### src/rtl/led_frame_arbiter.sv
// Two-requester LED frame arbiter: picks one requester per frame
// (round-robin on contention), latches its matrix for the LED driver, kicks
// the driver, and tracks completion, frame rate limiting and driver timeouts.
module led_frame_arbiter #(
    parameter int CLK_FREQ     = 20000000,
    parameter int FRAME_HZ     = 60,
    parameter int BUSY_TIMEOUT = 8
) (
    input  logic         clock,
    input  logic         reset,
    input  logic [1:0]   req,
    input  logic [255:0] frame0,
    input  logic [255:0] frame1,
    output logic [1:0]   grant,
    output logic [255:0] drv_matrix,
    output logic         drv_update,
    input  logic         drv_busy,
    output logic         frame_done,
    output logic [15:0]  frame_count,
    output logic         err
);

    localparam int MIN_PERIOD = CLK_FREQ / FRAME_HZ;
    localparam int PER_W      = (MIN_PERIOD > 1) ? $clog2(MIN_PERIOD) : 1;
    localparam logic [PER_W-1:0] PERIOD_LOAD = PER_W'((MIN_PERIOD > 0) ? MIN_PERIOD - 1 : 0);
    localparam int TO_W       = (BUSY_TIMEOUT > 1) ? $clog2(BUSY_TIMEOUT) : 1;
    localparam logic [TO_W-1:0] TO_LAST = TO_W'(BUSY_TIMEOUT - 1);

    typedef enum logic [1:0] {
        IDLE      = 2'd0,
        KICK      = 2'd1,
        WAIT_BUSY = 2'd2,
        WAIT_DONE = 2'd3
    } state_t;

    state_t            state_q;
    state_t            state_d;
    logic [1:0]        rst_sync;
    logic              rst_n_int;
    logic [PER_W-1:0]  period_ctr;
    logic [TO_W-1:0]   to_ctr;
    logic              rr_ptr;
    logic              winner_q;
    logic              winner_d;
    logic [1:0]        grant_d;
    logic              update_d;
    logic              done_d;
    logic              accept;
    logic              timeout;
    logic              to_clr;

    // Reset asserts asynchronously but releases two edges later, so no flop
    // sees reset removal close to an active clock edge.
    always_ff @(posedge clock or negedge reset) begin
        if (!reset) begin
            rst_sync <= 2'b00;
        end else begin
            rst_sync <= {rst_sync[0], 1'b1};
        end
    end

    assign rst_n_int = rst_sync[1];

    // FSM state register.
    always_ff @(posedge clock or negedge rst_n_int) begin
        if (!rst_n_int) begin
            state_q <= IDLE;
        end else begin
            state_q <= state_d;
        end
    end

    // Next-state and next-output decode; req is only looked at in IDLE.
    always_comb begin
        state_d  = state_q;
        winner_d = winner_q;
        grant_d  = 2'b00;
        update_d = 1'b0;
        done_d   = 1'b0;
        accept   = 1'b0;
        timeout  = 1'b0;
        to_clr   = 1'b0;
        case (state_q)
            IDLE: begin
                if (req != 2'b00 && period_ctr == '0 && !drv_busy) begin
                    accept   = 1'b1;
                    state_d  = KICK;
                    winner_d = (req == 2'b11) ? rr_ptr : req[1];
                    grant_d  = winner_d ? 2'b10 : 2'b01;
                end
            end
            KICK: begin
                update_d = 1'b1;
                to_clr   = 1'b1;
                state_d  = WAIT_BUSY;
            end
            WAIT_BUSY: begin
                if (drv_busy) begin
                    state_d = WAIT_DONE;
                end else if (to_ctr == TO_LAST) begin
                    timeout = 1'b1;
                    state_d = IDLE;
                end
            end
            WAIT_DONE: begin
                if (!drv_busy) begin
                    done_d  = 1'b1;
                    state_d = IDLE;
                end
            end
            default: state_d = IDLE;
        endcase
    end

    // Frame-rate limiter: loaded as KICK is entered so successive driver
    // updates are exactly MIN_PERIOD cycles apart; free-runs down to zero.
    always_ff @(posedge clock or negedge rst_n_int) begin
        if (!rst_n_int) begin
            period_ctr <= '0;
        end else if (accept) begin
            period_ctr <= PERIOD_LOAD;
        end else if (period_ctr != '0) begin
            period_ctr <= period_ctr - PER_W'(1);
        end
    end

    // Counts cycles spent waiting for the driver to report busy.
    always_ff @(posedge clock or negedge rst_n_int) begin
        if (!rst_n_int) begin
            to_ctr <= '0;
        end else if (to_clr) begin
            to_ctr <= '0;
        end else if (state_q == WAIT_BUSY) begin
            to_ctr <= to_ctr + TO_W'(1);
        end
    end

    // Registered outputs, matrix latch and round-robin bookkeeping.
    always_ff @(posedge clock or negedge rst_n_int) begin
        if (!rst_n_int) begin
            grant       <= 2'b00;
            drv_update  <= 1'b0;
            frame_done  <= 1'b0;
            frame_count <= 16'd0;
            err         <= 1'b0;
            drv_matrix  <= '0;
            winner_q    <= 1'b0;
            rr_ptr      <= 1'b0;
        end else begin
            grant      <= grant_d;
            drv_update <= update_d;
            frame_done <= done_d;
            if (accept) begin
                drv_matrix <= winner_d ? frame1 : frame0;
                winner_q   <= winner_d;
            end
            if (done_d) begin
                frame_count <= frame_count + 16'd1;
                rr_ptr      <= ~winner_q;
            end
            if (timeout) begin
                err <= 1'b1;
            end
        end
    end

endmodule

### config.mk
export PLATFORM = sky130hd
export DESIGN_NAME = led_frame_arbiter
export DESIGN_NICKNAME = d
export VERILOG_FILES = /design/src/rtl/led_frame_arbiter.sv
export SDC_FILE = /design/constraint.sdc
export NUM_CORES = 1
export LEC_CHECK = 0
export ABC_AREA = 1
export CORE_AREA = 2 2 309 311
export CTS_BUF_LIST = sky130_fd_sc_hd__clkbuf_4 sky130_fd_sc_hd__clkbuf_8
export DETAILED_ROUTE_END_ITERATION = 7
export DIE_AREA = 0 0 311 313
export PLACE_DENSITY = 0.54
export SYNTH_ARGS = -nofsm -noshare
export SYNTH_HDL_FRONTEND = slang
export SYNTH_SLANG_ARGS = --single-unit
### constraint.sdc
create_clock -name clock -period 8.9 [get_ports clock]
set_clock_uncertainty 0.2 [all_clocks]
set_input_delay 1.78 -clock clock [delete_from_list [all_inputs] [get_ports clock]]
set_output_delay 1.78 -clock clock [all_outputs]
set_load 0.02 [all_outputs]
==> results by stage, run 1 <==
Cells and area:
- The synthesis-to-finish area growth is 60.7%.
- The final cell area excluding filler cells is between 20000 and 30000 um2.
- The fraction of final layout cells sized beyond drive strength 1 is 0.0416.
- The final-stage net count is 3711.
- The layout has 10400 filler cells.
- Leaving out filler cells and counting taps, the final layout contains 4491.

Yosys:
- The share of flip-flops with an asynchronous set or reset after synthesis is 1.00.
- The Yosys step of the flow raised 0 warnings.
- In this run the cell area of the synthesized design comes to 16900 um2.
- The gate count of the mapped netlist is 2454.
- The net count after synthesis is around 3000.
- In the post-synthesis netlist, the biggest area contributors are dfrtp_1 45%, nand2_1 18%, inv_1 12%.
- The adder and majority gate portion of the synthesized area is 0.00593.
- The post-synthesis simple-gate area fraction is 0.282.
- A synthesized cell averages 6.87 um2.
- Yosys mapped a number of flops with a built-in enable equal to 0.
- After synthesis, the most frequently instantiated cells are 819 x nand2_1, 544 x inv_1, 305 x dfrtp_1.
- The most frequently used cell type in the post-synthesis netlist is nand2_1.
- The netlist uses 35 different library cells.
- The portion of the post-synthesis area used by sequential elements is 0.452.
- The main flop type after synthesis is dfrtp_1.
- The number of synthesized register bits is 305.
- The largest total area in the synthesized netlist belongs to dfrtp_1.
- Of the post-synthesis cell area, the part taken by muxes is 0.
- The synthesized-area fraction occupied by ao, oa, aoi and oai cells is 0.0824.
- The xor/xnor share of the synthesized area is 0.0130.
- By area, the combinational part of the netlist is dominated by simple AND/OR/NAND/NOR gates.
- Of the post-synthesis cell area, the dominant cell type holds 0.452.

Clock network:
- The clock sink total is 305.
- The clock transition at the registers of the reported paths is about 0.050 ns.
- The number of buffers inserted during clock tree synthesis is 60.
- The H-tree was split into 2 levels.
- CTS placed an instance of clkbuf_8 at the clock tree root.
- TritonCTS built the clock tree.
- Clock latency on the worst-skew pair, taken at its later pin, is 0.68 ns.
- Hold repair after CTS inserted 0 buffers.
- Once the clock tree was built, the setup fixing pass inserted 0 buffers.
- The clock passes through at most 3 buffers.
- The number of gates resized after CTS was 0.

Hold path:
- The terminating pin of the worst hold path is rst_sync[1].
- The start point of the worst min-delay path is rst_sync[0].
- The tightest min-delay check is of the flop to flop type.
- The hold path depth is 0.

Die:
- The floorplan has 113 rows.
- For this design the top-level I/O count stands at 794.
- The width of the die is 311 um.
- For this configuration, the core starts out at a cell density of 0.179.
- The die extent in y is 313 um.
- The floorplan step defined a die boundary enclosing 97300 um2.
- The area of the core is 94200 um2.

GRT:
- The number of global-route vias before repair came to 17500.
- The first global-routing pass estimated between 100000 and 150000 um of wire.
- For this run, the total global-route usage over all layers was measured as 0.139.
- The number of antenna violations at the first check in global routing is 8.
- The maximum number of pins on one net before global-route repair is 138.
- Summed over all layers, the global routing overflow is 0.

Power and ir drop:
- The leakage power is 14.7 nW.
- The highest ir drop seen on vdd is 0.0000885 V.
- The design internal power is roughly 0.0026 W.
- Of the total power, the clock network draws 0.430.
- For this design the ratio of total power to cell area is around 130 nW/um2.
- Of the total power, the share spent switching nets is 0.267.
- Summed over all nets, the switching power comes to 0.000931 W.
- The share of total power dissipated in sequential elements is 0.413.
- The combinational fraction of design power is 0.157.

Critical path:
- The path type of the worst setup path is input pin to flop.
- STA classifies the critical path endpoint as a flop.
- The startpoint identified for the worst register-to-register timing path is period_ctr[0].
- The startpoint type of the worst setup path is an input pin.
- The worst setup path startpoint is req[1].
- The endpoint identified for the worst register-to-register timing path is drv_matrix[175].
- The worst setup slack for register-to-register paths is roughly 5.0 ns.
- At the worst endpoint, the arrival time is 5.21 ns.
- The data required time at the worst endpoint is 9.25 ns.
- The biggest fanout along the worst timing path is 79.
- The number of cells on the worst reg-to-reg path is 13.

Placed design:
- The number of buffers added on ports is approximately 790.
- The placed cell area is between 20000 and 30000 um2.
- The placed wire-length estimate is 51100 um.
- The number of instances in the placed design is 4389.
- The worst slack at placement is approximately 3.4 ns.
- The weighted congestion reported at the end of routability-driven placement is roughly 0.86.

STA:
- Across all hold checks on the routed design, the worst slack comes to 0.152 ns.
- The number of hold violations in the final report came to 0.
- Static timing analysis puts the maximum clock frequency at roughly 200 MHz.
- Setup violations remaining at the end of the flow were counted as 0.
- The tightest slew margin relative to the limit is 0.291.
- Across all setup checks in the final design, the least slack found is slightly above 4 ns.
- The post-layout minimum cycle time is between 4 and 5 ns.
- The aggregate negative setup slack is 0 ns.
- The post-route clock period utilization is 0.546.
- At the pin with the least slew margin, the transition time is 1.06 ns.
- Setup repair after global routing left no endpoint under its margin.
- The final-report max-slew violation count is 0.

Routing:
- The mean routed wirelength per cell is roughly 16 um.
- The via count is 17700.
- The remaining antenna violation count is 0.
- The first routing iteration left 1127 violations.
- The sum of routed wire length over all layers is 70500 um.
- Using the TritonRoute via totals, the vias-per-cell ratio works out to 3.95.
- The total DRC errors in the routed layout is 0.
- The pre-antenna-repair detailed-routing pass consisted of 5 iterations.

Run status:
- The flow ran to the end, and the final reports show no timing, DRC or antenna violations.

Flow run:
- The max-capacitance violation count is 0.
## how the worst max path moves through the flow
stage	slack [ns]	to
after global placement	3.43	drv_matrix[127]
after CTS	4.15	drv_matrix[175]
final	4.04	drv_matrix[175]
after global routing	3.86	drv_matrix[167]
after detailed placement	3.40	drv_matrix[110]
after floorplan	3.71	async pin
## area by class of cell
cell class / count / area, um2 / share of cell area
clock buffer: 96 / 1180 / 0.0434
sequential: 305 / 7640 / 0.282
tap: 1265 / 1580 / 0.0584
multi-input combinational: 1462 / 6500 / 0.240
inverter: 545 / 2050 / 0.0754
timing repair buffer: 812 / 8120 / 0.299
clock inverter: 4 / 51.3 / 0.00189
antenna: 2 / 5.00 / 0.000185
## through the flow
stage | util | total power [W]
2_1_floorplan | - | 0.00168
3_3_place_gp | 0.275 | 0.00202
3_5_place_dp | 0.275 | 0.00202
4_1_cts | 0.288 | 0.00357
5_1_grt | 0.288 | 0.00368
6_report | 0.288 | 0.00349
## kinds of logic (layout without fill, tap and decap cells)
logic type / count (synthesis) / in the layout
simple gates: 1153 / 1153
compound gates: 275 / 275
fa+ha+maj: 8 / 8
other cells: 1 / 3
xor+xnor: 25 / 25
flops: 305 / 305
buf+inv: 687 / 1457
## flip-flops by register name, summed over array words and instances, names as in the netlist, 2 cells and up, named ones only
name         cells
frame_count     16
drv_matrix     256
grant            2
to_ctr           3
period_ctr      19
rst_sync         2
state_q          2
## power groups by stage
stage	clock network, W	registers, W	logic [W]
after floorplan	0	0.00149	0.000193
after global placement	0	0.00146	0.000556
after detailed placement	0	0.00146	0.000556
after CTS	0.00157	0.00144	0.000559
after global routing	0.00163	0.00144	0.000606
final	0.00150	0.00144	0.000548
## per-layer routing
| layer | global-route usage | share of wire | vias up |
|---|---|---|---|
| met5 | 0 | 0.00098 | - |
| met4 | 0.0385 | 0.023 | 10 |
| met3 | 0.0434 | 0.079 | 104 |
| met2 | 0.231 | 0.47 | 670 |
| met1 | 0.174 | 0.43 | 8159 |
| li1 | - | - | 8789 |
## worst max-delay path, cell delays in order
cell	delay (ns)
clkdlybuf4s50_1	0.46
nor2_1	0.23
nor2_1	0.15
nand3_4	0.29
buf_4	0.59
buf_4	0.55
buf_4	0.73
a21oi_1	0.10
nand2_1	0.12
nand2_1	0.05
## cells in the final DEF (no fill, tap or decap), drive strengths merged
cell type and n:
a22oi 1, conb 1, o22ai 1, xnor2 10, a31oi 1, dfrtp 305
xor2 15, diode 2, nand3b 3, nand2 821, buf 19, nand3 270
a21o 1, o211ai 1, a31o 1, o21ai 11, clkbuf 96, clkinv 1
a21oi 258, nor2 45, inv 546, nor3 8, clkdlybuf4s50 793, or2 2
ha 8, clkinvlp 1, bufinv 1, nand4 4
Note: power is estimated with default switching activity, not from simulation.
==> run 2: changes to the inputs <==
CORE_AREA = 2 2 312 314   (was 2 2 309 311)
DIE_AREA = 0 0 314 316   (was 0 0 311 313)
PLACE_DENSITY = 0.52   (was 0.54)
clock period = 4.77 ns   (was 8.9 ns; I/O delays follow)
==> run 2 against run 1 <==
  * Non-clock buffer count grew 9
  * Clock power is 99% higher
  * Total power up 92%
  * Critical path type unchanged
  * Highest routed layer unchanged
==> results by stage, run 2 (synthesis gave the netlist of run 1 again) <==
Clock network:
- TritonCTS built the clock tree.
- The clock transition at the registers of the reported paths is 0.05 ns.
- In this run the post-CTS setup repair buffer count came out at 0.
- The clock sink total is 305.
- Buffers inserted to repair hold after CTS numbered 0.
- The number of buffers inserted during clock tree synthesis is 66.
- The clock passes through at most 3 buffers.
- The number of gates resized after CTS was 0.
- The maximum level of the CTS H-tree is 3.
- The clock tree root buffer cell is clkbuf_8.
- For the worst-skew pair, the clock arrives at the later sink with an insertion delay of 0.63 ns.

Placed design:
- The weighted congestion reported at the end of routability-driven placement is 0.832.
- The placed wire-length estimate is 51500 um.
- The worst slack at placement is 1.03 ns.
- In this run, placement finished with an instance count of approximately 4400.
- In this run the tool buffered the top-level ports with between 700 and 800 buffer cells.

Cells and area:
- Ranked by flip-flop count, first place goes to drv_matrix.
- The post-layout instance count excluding filler cells is 4528.
- The area growth from synthesis to layout is 62.7%.
- In the final layout, the share of cells above drive strength 1 is 0.0481.
- The net count of the finished layout is 3726.
- The number of flip-flops in the largest register is roughly 260.
- The library cell used most frequently in the layout, excluding fill and tap cells, is nand2_1.
- The top cell types in the final layout, fill and taps aside, are 819 x nand2_1, 793 x clkdlybuf4s50_1, 544 x inv_1, 304 x dfrtp_1, 269 x nand3_1.
- In the final layout, the registers with the most flip-flops are drv_matrix (256), period_ctr (19), frame_count (16).

Critical path:
- The number of cells on the worst reg-to-reg path is 12.
- In this run the critical register-to-register path is launched from period_ctr[0].
- The worst setup path is launched from an input pin.
- The capture instance of the worst register-to-register path is drv_matrix[53].
- The worst setup slack for register-to-register paths is ~1.8 ns.
- The data required time at the worst endpoint is 5.07 ns.
- The critical path capture point type is a flop.
- The path type of the worst setup path is input pin to flop.
- In this run the worst path has a maximum fanout of 91.
- The arrival time at the worst endpoint is 3.36 ns.

Die:
- The initial utilization of the core area, before any placement, comes to 0.176.
- The die covers 99200 um2.
- In this run the core area contains approximately 110 standard-cell rows.
- 794 I/O pins were placed.
- In this run the vertical extent of the chip is about 320 um.
- The core region is 96000 um2.
- The floorplan step set the die width to ~310 um.

Hold path:
- The path with the worst hold slack has its endpoint at rst_sync[1].
- The min-delay analysis places its worst path in the category flop to flop.
- Counting instances, the worst hold path has a depth of 0.
- In this run the most critical hold path is launched from rst_sync[0].

STA:
- For the final routed database, the setup TNS stands at 0 ns.
- Setup repair after global routing left no endpoint under its margin.
- The number of hold violations in the final report is 0.
- The final-report max-slew violation count is 0.
- The post-route clock period utilization is 0.641.
- Derived from the worst setup path, the maximum achievable clock frequency is 327 MHz.
- The final setup violation count is 0.
- The slew at the pin closest to its max-slew limit is 0.916 ns.
- In this run the tightest slew margin relative to its limit is 0.389.
- The worst hold-check slack is between 0.1 and 0.15 ns.
- The post-layout minimum cycle time is just over 3 ns.
- The final worst setup slack is 1.71 ns.

GRT:
- The first global-routing pass estimated ~110000 um of wire.
- The global-route usage over all layers is 0.138.
- The number of global-route vias before repair is 17400.
- The maximum number of pins on one net before global-route repair is 140.
- The total congestion overflow is 0.
- The number of antenna violations at the first check in global routing is 11.

Routing:
- The number of iterations in the first detailed-routing pass is 5.
- The sum of routed wire length over all layers is between 70000 and 80000 um.
- In the routed design, unresolved DRC markers number 0.
- Dividing the detail-routed wire length by the instance count gives 15.8 um.
- After detailed routing, the number of vias per cell comes to between 3 and 4.
- In this run, the number of DRC markers left after iteration 0 of detailed routing was 1123.
- The remaining antenna violation count is 0.
- The via count is approximately 18000.

Power and ir drop:
- Across the VDD grid, the largest voltage drop is 0.000131 V.
- The leakage power is between 10 and 15 nW.
- In this run the power density over the cells is 244 nW/um2.
- The total power of the final layout is about 0.0067 W.

Run status:
- The run finished with clean final reports.

Flow run:
- The tool flagged a number of max-cap violations equal to 0.
[run 2: worst max path at each step]
stage                  start             end  slack (ns)  depth (start not counted)
2_1_floorplan    rst_sync[1]       async pin        1.54                          0
3_3_place_gp          req[1]  drv_matrix[53]        1.03                          9
3_5_place_dp          req[1]  drv_matrix[53]        1.03                          9
4_1_cts        period_ctr[0]  drv_matrix[53]        1.69                         12
5_1_grt        period_ctr[0]  drv_matrix[52]        1.47                         12
6_report              req[1]  drv_matrix[53]        1.71                          9
[run 2: final cells by class]
| type | count | area [um2] |
|---|---|---|
| multi-input cells | 1462 | 6500 |
| clock buffers | 104 | 1290 |
| clock inverters | 9 | 61.3 |
| repair buffers | 821 | 8300 |
| fillers | 10600 | 68600 |
| diodes | 6 | 15.0 |
| flip-flops and latches | 305 | 7640 |
| well taps | 1276 | 1600 |
| inverters | 545 | 2050 |
[run 2: where the power goes]
group | total (W) | leakage (nW) | internal, W | switching, W
clock network | 0.00299 | 0.720 | 0.00172 | 0.00128
logic | 0.00103 | 10.0 | 0.000551 | 0.000477
registers | 0.00269 | 4.18 | 0.00264 | 0.0000515
total | 0.00671 | 14.9 | 0.00490 | 0.00180
[run 2: per-stage QoR]
step                       util  cell area, um2
after global routing      0.286           27400
after floorplan               -           16900
final                     0.286           27400
after CTS                 0.286           27400
after global placement    0.272           26100
after detailed placement  0.272           26100
[run 2: worst max-delay path, cell delays in order]
cell             delay, ns
clkdlybuf4s50_1       0.54
nor2_1                0.10
nor2_1                0.33
nand3_4               0.17
nand2_8               0.54
buf_12                0.31
nand3_1               0.13
nand2_1               0.14
nand2_1               0.06
[run 2: layer usage]
layer  routed length [um]  vias to the layer above  share of wire  global-route usage
li1                     -                     8833              -                   -
met1                30700                     8156           0.43               0.175
met2                32300                      696           0.45               0.217
met3                 6660                      118          0.093              0.0493
met4                 1830                        4          0.026              0.0453
met5                   27                        -        0.00038                   0
==> run 3: changes to the inputs <==
CORE_AREA = 2 2 309 311   (was 2 2 312 314)
DIE_AREA = 0 0 311 313   (was 0 0 314 316)
PLACE_DENSITY = 0.54   (was 0.52)
clock period = 2.8 ns   (was 4.77 ns; I/O delays follow)
==> run 3 against run 2 <==
  * Hold slack better by 0.010 ns
  * Via count up 2.4%
  * Count of clock-buffer cells in the layout down 9
  * Sequential share of layout area down 0.96 points
  * Largest cell class unchanged
  * Highest routed layer unchanged
==> results by stage, run 3 (synthesis gave the netlist of run 1 again) <==
Cells and area:
- Excluding fillers, the count of instances in the completed layout stands at 4615.
- In the final layout, the multi-input gates occupy 6500 um2.
- The utilization after layout is 0.302.
- The register with the most flip-flops in the layout has 256 of them.
- The register area is 7640 um2.
- The library cells used most frequently in the layout, excluding fill and tap cells, are 819 x nand2_1, 792 x clkdlybuf4s50_1, 544 x inv_1, 304 x dfrtp_1, 269 x nand3_1.
- Of the cells placed in the final design, the portion with a size suffix greater than 1 is 0.0762.
- The synthesis-to-finish area growth is 68.5%.
- The net count of the finished layout is 3829.
- The commonest non-fill, non-tap cell in the layout is nand2_1.
- drv_matrix holds more flip-flops than any other register.
- The count of filler cells inserted in the layout is 10200.
- In the final layout, the registers with the most flip-flops are drv_matrix (256), period_ctr (19), frame_count (16).

Power and ir drop:
- Of the total power, the share spent switching nets is 0.266.
- The highest ir drop seen on vdd is 0.000287 V.
- Of the total power, combinational logic draws 0.167.
- The design internal power is 0.00845 W.
- The leakage power is 15.5 nW.
- The share of power burned in registers is 0.397.
- Total power for the finished layout comes to 0.0115 W.
- For this design the total switching power over the nets is 0.00307 W.
- The clock share of power is 0.436.
- The total power density per cell area is 405 nW/um2.

STA:
- The aggregate negative setup slack is 0 ns.
- Across all setup checks in the final design, the least slack found is 0.225 ns.
- The number of hold violations in the final report was 0.
- Setup repair after global routing left no endpoint under its margin.
- The post-layout minimum cycle time is ~2.6 ns.
- For the pin with the worst max-slew slack, the measured transition is 0.752 ns.
- The final setup violation count is 0.
- The final-report max-slew violation count came to 0.
- Based on the critical path, the design can be clocked at up to 388 MHz.
- The worst pin sits at a relative slew slack of 0.499.
- The post-route clock period utilization is 0.920.

Die:
- The die is 311 um wide.
- In this run the count of I/O pins placed on the die edge is 794.
- The die extent in y is 313 um.
- The initial core utilization is 0.179.
- The number of core rows is 113.
- The die covers 97300 um2.
- The area of the core is roughly 94000 um2.

Placed design:
- Timing analysis after detailed placement gives a worst setup slack of -0.0300 ns.
- Once placement completed, the tool counted placed cells totaling 4505.
- The weighted congestion reported at the end of routability-driven placement is 0.879.
- Detailed placement finished with a half-perimeter wire length of 57300 um.
- The number of buffers added on ports is 793.

Clock network:
- The clock tree synthesis step divided the H-tree into 2 levels.
- The clock tree root buffer cell is clkbuf_8.
- The clock sink total is 305.
- The number of buffers inserted during clock tree synthesis is 61.
- The clock transition at the registers of the reported paths is 0.06 ns.
- After clock tree synthesis, the setup repair step added 0 buffers.
- The TritonCTS clock tree is built.
- For the worst-skew pair, the clock arrives at the later sink with an insertion delay of 0.68 ns.
- The clock passes through at most 3 buffers.

Critical path:
- The stage delay of the slowest cell on the critical path is a little under 0.7 ns.
- The endpoint identified for the worst register-to-register timing path is drv_matrix[142].
- The slowest cell on the critical path is clkdlybuf4s50_1.
- The family with the most delay on the worst path is buffers and inverters.
- In this run the number of cells on the critical path is 1.
- The worst register-to-register path begins at period_ctr[1].
- The number of cells on the worst reg-to-reg path is 13.
- The setup check on the worst reg-to-reg path leaves a slack of ~0.25 ns.
- The biggest fanout along the worst timing path is 2.
- The startpoint type of the worst setup path is a flop.
- The critical path starts at drv_matrix[241].
- Data on the critical path arrives at its endpoint at 1.81 ns.
- For the worst setup path, the data required time is 2.04 ns.
- STA classifies the critical path endpoint as a primary output.
- The count of buffering cells on the critical path with inverters included is 1.
- Walking the worst path, the cells encountered are clkdlybuf4s50_1.
- The critical path is of the flop to primary output type.
- The capture point of the worst path is drv_matrix[241].

Hold path:
- The path class of the tightest hold or removal check is flop to flop.
- The start point of the worst min-delay path is rst_sync[0].

GRT:
- The first-pass GRT wire length is 112000 um.
- The global-route usage over all layers is 0.148.
- Summed over all layers, the global routing overflow is 0.
- Entering global routing, the biggest net connects 61 pins.
- The number of global-route vias before repair is 18400.
- The number of antenna violations at the first check in global routing is 6.

Routing:
- Dividing the detail-routed wire length by the instance count gives approximately 16 um.
- The detail-routed via count per cell is ~4.
- Summed over all layers, the routed wires come to 74100 um.
- Summing over every cut layer, the via total after detailed routing is 18200.
- The detail route stage leaves a number of antenna-violating nets equal to 0.
- In the routed design, unresolved DRC markers number 0.
- The number of iterations in the first detailed-routing pass is 6.
- In this run, the number of DRC markers left after iteration 0 of detailed routing was ~1200.

Flow run:
- The max-capacitance violation count is 0.

Run status:
- The run finished with clean final reports.
-- run 3: how the worst min path moves through the flow --
stage	depth (start not counted)	slack, ns	to
floorplan	0	0.06	rst_sync[0]
global placement	0	0.14	rst_sync[1]
detailed placement	0	0.14	rst_sync[1]
CTS	0	0.16	rst_sync[1]
global route	0	0.16	rst_sync[1]
finish	0	0.16	rst_sync[1]
-- run 3: power groups by stage --
stage / logic (W) / registers [W] / clock network, W
after floorplan: 0.000613 / 0.00473 / 0
after global placement: 0.00195 / 0.00465 / 0
after detailed placement: 0.00194 / 0.00465 / 0
after CTS: 0.00195 / 0.00457 / 0.00525
after global routing: 0.00212 / 0.00458 / 0.00544
final: 0.00192 / 0.00457 / 0.00502
-- run 3: what timing repair did --
item | in CTS | in global routing
endpoints found under the hold margin | 2 | 0
resized for setup | 1 | 1
setup endpoints to repair | 1 | 1
hold buffers | 1 | 0
-- run 3: stage by stage --
stage          hold slack [ns]  area [um2]
6_report                 0.156       28400
5_1_grt                  0.164       28400
4_1_cts                  0.162       28400
3_5_place_dp             0.139       27100
3_3_place_gp             0.138       27100
2_1_floorplan           0.0644       16900
-- run 3: worst register-to-register path, cell delays in order, from the launching register on --
cell	delay [ns]
dfrtp_1	0.39
inv_1	0.09
ha_2	0.23
nand2_1	0.13
nor2_1	0.15
nand2_2	0.10
nor2_4	0.13
nand3_4	0.12
buf_12	0.17
buf_12	0.15
buf_12	0.24
a21oi_1	0.25
nand2_1	0.09
nand2_1	0.06
-- run 3: final cells by class --
cell class	count	share of cell area
diodes	5	0.000440
clock buffers	95	0.0412
clock inverters	9	0.00440
inverters	545	0.0720
multi-input cells	1462	0.229
flip-flops and latches	305	0.269
well taps	1265	0.0557
repair buffers	929	0.329
-- run 3: layer usage --
metal / up-vias / global-route usage / part of all wire
met5: - / 0 / 0.00031
met4: 4 / 0.0406 / 0.021
met3: 99 / 0.0476 / 0.082
met2: 712 / 0.250 / 0.48
met1: 8386 / 0.181 / 0.42
li1: 9036 / - / -
